[config.mk]
export PLATFORM = sky130hd
export DESIGN_NAME = eq_biquad_scheduler
export DESIGN_NICKNAME = d
export VERILOG_FILES = /design/src/rtl/eq_biquad_scheduler.sv
export SDC_FILE = /design/constraint.sdc
export NUM_CORES = 2
export LEC_CHECK = 0
export CAP_MARGIN = 25
export CELL_PAD_IN_SITES_DETAIL_PLACEMENT = 0
export CELL_PAD_IN_SITES_GLOBAL_PLACEMENT = 1
export CORE_ASPECT_RATIO = 1.5
export CORE_MARGIN = 1
export CORE_UTILIZATION = 48
export DETAILED_ROUTE_END_ITERATION = 10
export HOLD_SLACK_MARGIN = 0.06
export PLACE_DENSITY = 0.84
export SLEW_MARGIN = 20
export SYNTH_ARGS = -nofsm -noshare
export SYNTH_HDL_FRONTEND = slang
export SYNTH_SLANG_ARGS = --single-unit
[constraint.sdc]
create_clock -name i_clk -period 21.9 [get_ports i_clk]
set_input_delay 5.475 -clock i_clk [delete_from_list [all_inputs] [get_ports i_clk]]
set_output_delay 5.475 -clock i_clk [all_outputs]
set_load 0.02 [all_outputs]
[src/rtl/eq_biquad_scheduler.sv]
// Two cascaded biquad shelves (bass then treble) time-shared on one
// 32x16 signed multiplier and a 52-bit accumulator. Each accepted sample
// runs 5 MAC steps plus a rounding/saturating FINAL step per stage.
//
// state  | meaning
// IDLE   | waiting for i_valid; accepts sample and latches coefficients
// MAC    | one product per cycle into acc, steps 0..4 of current stage
// FINAL  | round, saturate, update stage history, advance stage or emit
// BYPASS | emit the latched sample unfiltered and clear all history
module eq_biquad_scheduler #(
  parameter int DATA_W = 16,
  parameter int COEF_W = 32,
  parameter int FRAC   = 28
) (
  input  logic                       i_clk,
  input  logic                       i_rst,
  input  logic                       i_valid,
  input  logic                       i_enable,
  input  logic signed [DATA_W-1:0]   i_data,
  input  logic        [5*COEF_W-1:0] i_coef_s0,
  input  logic        [5*COEF_W-1:0] i_coef_s1,
  output logic signed [DATA_W-1:0]   o_data,
  output logic                       o_valid,
  output logic                       o_busy,
  output logic                       o_overrun
);

  localparam int ACC_W  = 52;
  localparam int PROD_W = COEF_W + DATA_W;

  localparam logic signed [ACC_W-1:0] RND =
    {{(ACC_W-FRAC){1'b0}}, 1'b1, {(FRAC-1){1'b0}}};
  localparam logic signed [ACC_W-1:0] SAT_MAX =
    {{(ACC_W-DATA_W+1){1'b0}}, {(DATA_W-1){1'b1}}};
  localparam logic signed [ACC_W-1:0] SAT_MIN =
    {{(ACC_W-DATA_W+1){1'b1}}, {(DATA_W-1){1'b0}}};

  typedef enum logic [1:0] {
    S_IDLE   = 2'd0,
    S_MAC    = 2'd1,
    S_FINAL  = 2'd2,
    S_BYPASS = 2'd3
  } state_t;

  state_t state_q, state_d;

  logic        [2:0]          step_q;
  logic                       stage_q;
  logic signed [ACC_W-1:0]    acc_q;
  logic signed [DATA_W-1:0]   x_cur_q;
  logic        [5*COEF_W-1:0] coef_q [2];
  logic signed [DATA_W-1:0]   x1_q [2];
  logic signed [DATA_W-1:0]   x2_q [2];
  logic signed [DATA_W-1:0]   y1_q [2];
  logic signed [DATA_W-1:0]   y2_q [2];

  logic                       accept;
  logic        [5*COEF_W-1:0] coef_set;
  logic signed [COEF_W-1:0]   coef_sel;
  logic signed [DATA_W-1:0]   opnd_sel;
  logic signed [PROD_W-1:0]   prod;
  logic signed [ACC_W-1:0]    prod_ext;
  logic signed [ACC_W-1:0]    acc_rnd;
  logic signed [ACC_W-1:0]    acc_shr;
  logic signed [DATA_W-1:0]   result;

  // The o_valid cycle still counts as busy, so a strobe there is dropped.
  assign o_busy = (state_q != S_IDLE) || o_valid;
  assign accept = i_valid && (state_q == S_IDLE) && !o_valid;

  // Select coefficient and operand for the current MAC step.
  always_comb begin
    coef_set = coef_q[stage_q];
    coef_sel = '0;
    opnd_sel = '0;
    case (step_q)
      3'd0: begin
        coef_sel = coef_set[4*COEF_W +: COEF_W];
        opnd_sel = x_cur_q;
      end
      3'd1: begin
        coef_sel = coef_set[3*COEF_W +: COEF_W];
        opnd_sel = x1_q[stage_q];
      end
      3'd2: begin
        coef_sel = coef_set[2*COEF_W +: COEF_W];
        opnd_sel = x2_q[stage_q];
      end
      3'd3: begin
        coef_sel = coef_set[1*COEF_W +: COEF_W];
        opnd_sel = y1_q[stage_q];
      end
      default: begin
        coef_sel = coef_set[0 +: COEF_W];
        opnd_sel = y2_q[stage_q];
      end
    endcase
  end

  // Shared multiplier, then round-half-up and saturate the accumulator.
  always_comb begin
    prod     = coef_sel * opnd_sel;
    prod_ext = {{(ACC_W-PROD_W){prod[PROD_W-1]}}, prod};
    acc_rnd  = acc_q + RND;
    acc_shr  = acc_rnd >>> FRAC;
    if (acc_shr > SAT_MAX) begin
      result = SAT_MAX[DATA_W-1:0];
    end else if (acc_shr < SAT_MIN) begin
      result = SAT_MIN[DATA_W-1:0];
    end else begin
      result = acc_shr[DATA_W-1:0];
    end
  end

  // Next-state logic.
  always_comb begin
    state_d = state_q;
    case (state_q)
      S_IDLE: begin
        if (accept) begin
          state_d = i_enable ? S_MAC : S_BYPASS;
        end
      end
      S_MAC: begin
        if (step_q == 3'd4) begin
          state_d = S_FINAL;
        end
      end
      S_FINAL: begin
        state_d = stage_q ? S_IDLE : S_MAC;
      end
      S_BYPASS: begin
        state_d = S_IDLE;
      end
      default: begin
        state_d = S_IDLE;
      end
    endcase
  end

  // State register.
  always_ff @(posedge i_clk or posedge i_rst) begin
    if (i_rst) begin
      state_q <= S_IDLE;
    end else begin
      state_q <= state_d;
    end
  end

  // Datapath: sample/coef latch, accumulator, histories and outputs.
  always_ff @(posedge i_clk or posedge i_rst) begin
    if (i_rst) begin
      step_q    <= '0;
      stage_q   <= 1'b0;
      acc_q     <= '0;
      x_cur_q   <= '0;
      o_data    <= '0;
      o_valid   <= 1'b0;
      o_overrun <= 1'b0;
      for (int s = 0; s < 2; s++) begin
        coef_q[s] <= '0;
        x1_q[s]   <= '0;
        x2_q[s]   <= '0;
        y1_q[s]   <= '0;
        y2_q[s]   <= '0;
      end
    end else begin
      o_valid <= 1'b0;
      if (i_valid && o_busy) begin
        o_overrun <= 1'b1;
      end
      case (state_q)
        S_IDLE: begin
          if (accept) begin
            x_cur_q   <= i_data;
            coef_q[0] <= i_coef_s0;
            coef_q[1] <= i_coef_s1;
            stage_q   <= 1'b0;
            step_q    <= '0;
          end
        end
        S_MAC: begin
          // b1/b2 terms are subtracted here rather than negating coefficients.
          case (step_q)
            3'd0:         acc_q <= prod_ext;
            3'd1, 3'd2:   acc_q <= acc_q + prod_ext;
            default:      acc_q <= acc_q - prod_ext;
          endcase
          step_q <= (step_q == 3'd4) ? 3'd0 : step_q + 3'd1;
        end
        S_FINAL: begin
          x2_q[stage_q] <= x1_q[stage_q];
          x1_q[stage_q] <= x_cur_q;
          y2_q[stage_q] <= y1_q[stage_q];
          y1_q[stage_q] <= result;
          step_q        <= '0;
          if (!stage_q) begin
            x_cur_q <= result;
            stage_q <= 1'b1;
          end else begin
            o_data  <= result;
            o_valid <= 1'b1;
            stage_q <= 1'b0;
          end
        end
        S_BYPASS: begin
          o_data  <= x_cur_q;
          o_valid <= 1'b1;
          for (int s = 0; s < 2; s++) begin
            x1_q[s] <= '0;
            x2_q[s] <= '0;
            y1_q[s] <= '0;
            y2_q[s] <= '0;
          end
        end
        default: begin
        end
      endcase
    end
  end

endmodule

==> impl_metrics.yaml <==
worst_setup_path:
  end_kind: "flip-flop"
  worstPathRequired_ns: 22.44
  slowest_delay_ns: 0.78
  critPathMaxFanout: 49
  r2r_end: "acc_q[51]"
  critPathKind: "reg -> reg"
  reg2reg_from: "stage_q"
  start_kind: "flip-flop"
  cp_common_cell: "fa_1"
  worst-r2r-cell-count: 43
  crit_slowest_cell: "dfrtp_4"
  reg2reg_setup_slack_ns: 8.00
  critical_path_arrival_ns: 14.44
sta:
  finalSetupViolCount: 0
  hold_viol: 0
  setup_tns_ns: 0
  slew_violations: 0
  post-route-min-period_ns: 13.90
  post-route-period-util_pct: 63.5
  slew_headroom_pct: 22.3
  fin_skew_ns: 0.0301
  fmax_mhz: 71.9
  worstMarginPinSlew_ns: 1.16
  rsz0062_at_grt: "false"
grt:
  grt_use_met1_pct: 34.9
  use_met3_pct: 3.29
  grt_pass1_vias: 37700
  busiest_layer: "met2"
  met2_usage_pct: 49.2
  grt_max_degree: 192
  antenna_found_initial: 11
  grt_pass1_wl_um: 218000
  gr-total-overflow: 0
  track_usage_pct: 28.3
detailed_routing:
  dr_total_vias: 36100
  detail-route-antenna-nets: 0
  drc: 0
  wl_per_cell_um: 22.3
  firstDrtPassIters: 5
  routed_via_density: 5.76
  dr.first_iter.drc_count: 2668
  routed_wl_um: 140000
synth:
  async_flop_share_pct: 100
  ys_seq_elements: 540
  synth_edf_count: 0
  ys_top_cells_by_area: "dfrtp_1 29%, fa_1 21%, mux2_2 8.0%"
  yosys.area.top_type: "dfrtp_1"
  ys_warn_count: 0
  postSynthAreaPerCell_um2: 9.96
  syn_nets: 5720
  ys_seq_area_share_pct: 28.8
  synth-main-ff-cell: "dfrtp_1"
  synth_area_um2: 47000
  synth.distinct_cells: 116
  netlist.area_leader.share_pct: 28.8
  netlist_instances: 4716
min_path:
  holdPathEnd: "o_overrun"
  hold_path_class: "reg -> reg"
  holdPathStages: 1
  hold_start: "o_overrun"
run:
  cap_violations: 0
clock_network:
  clock_latency_ns: 0.66
  root_buffer: "clkbuf_16"
  clk_path_buf_depth: 3
  clkTransAtPathRegs_ns: 0.07
  cts_tree: "done"
  cts_resized: 0
  cts_setup_buffers: 0
  hold_buffers: 0
  cts_buffers: 56
  numClockSinks: 540
  htree_levels: 2
floorplan:
  die_h_um: 385
  start_util_pct: 48.4
  fp.coreArea_um2: 97000
  fp.dieArea_um2: 99100
  fp.dieW_um: 257
  row_count: 140
  num_io_pins: 359
finish:
  mostFrequentLayoutCells: "614 x inv_1, 539 x dfrtp_1, 487 x fa_1, 405 x nor2_1, 375 x nand2_1"
  drive_gt1_share_pct: 12.2
  syn_to_final_growth_pct: 14.4
  final_common_cell: "inv_1"
  fillCellCount: 8588
  instances_no_fill: 6270
  design_area_um2: 53700
  finalNetCount: 5940
placed_design:
  io_buffer_count: 358
  gp_congestion: 0.905
  place_area_um2: 51700
  hpwl_um: 107000
  dpl.cell_count: 6152
outcome:
  outcome: "finished, final reports clean"
synthesized netlist by cell type (all sizes together) (33+ instances only):
| master | instances |
|---|---|
| fa | 487 |
| nand2b | 59 |
| nand2 | 380 |
| a21oi | 187 |
| o21ai | 163 |
| nor2b | 33 |
| ha | 177 |
| a21o | 67 |
| buf | 46 |
| nand3 | 36 |
| xor2 | 60 |
| clkbuf | 220 |
| dfrtp | 540 |
| inv | 615 |
| o22ai | 51 |
| a221oi | 49 |
| xnor2 | 89 |
| nor2 | 409 |
| a22o | 153 |
| nor3 | 60 |
| mux2 | 334 |
| mux2i | 184 |
worst max-delay path, delay by kind of cell (launching register included):
| kind | cells | cell delay [ns] |
|---|---|---|
| xor gates and xnor gates | 3 | 0.64 |
| adders and majority gates | 8 | 3.88 |
| AOI/OAI and AO/OA | 14 | 3.50 |
| muxes | 1 | 0.18 |
| and+or+nand+nor | 11 | 2.47 |
| buffers and inverters | 6 | 2.24 |
| DFF | 1 | 0.78 |
worst max-delay path by stage:
stage,startpoint,to,cells past startpoint
final,stage_q,acc_q[51],43
after global routing,stage_q,acc_q[51],43
after CTS,stage_q,acc_q[51],43
after detailed placement,stage_q,acc_q[51],43
after global placement,stage_q,acc_q[51],43
after floorplan,i_rst,acc_q[0],1
stage by stage:
stage	setup slack (ns)	hold slack [ns]	util [%]
2_1_floorplan	1.33	0.445	-
3_3_place_gp	8.16	0.439	53.3
3_5_place_dp	8.16	0.444	53.3
4_1_cts	8.08	0.459	55.3
5_1_grt	7.33	0.476	55.4
6_report	8.00	0.461	55.4
state kept, by name, indices dropped and copies added (netlist names), 2 cells and up:
name	flops
state_q	2
y1_q	32
x_cur_q	16
coef_q	320
step_q	3
x1_q	32
y2_q	32
x2_q	32
acc_q	52
o_data	16
area by class of cell:
type                       count  area (um2)  share of cell area, %
multi-input combinational   3292       30200                   56.2
sequential                   540       13500                   25.2
timing repair buffer         429        4180                   7.77
inverter                     617        2320                   4.32
tap                         1278        1600                   2.98
clock buffer                  79        1600                   2.97
clock inverter                26         317                  0.589
antenna                        9        22.5                 0.0419
routing by layer:
layer | wire length, um | vias to the layer above
li1 | - | 16200
met1 | 54400 | 18300
met2 | 70500 | 1245
met3 | 7830 | 320
met4 | 7210 | 8
met5 | 55 | -
cells by family after synthesis:
family	after synthesis	share of synthesized area, %
simple gates	1094	10.5
buf+inv	884	7.32
compound gates	867	13.1
fa+ha+maj	664	25.5
flops	540	28.8
mux	518	11.9
xor+xnor	149	2.86
Power is left out: the tool's default activity adds up to more than one toggle a clock period on the data nets, which glitch-free logic cannot reach.
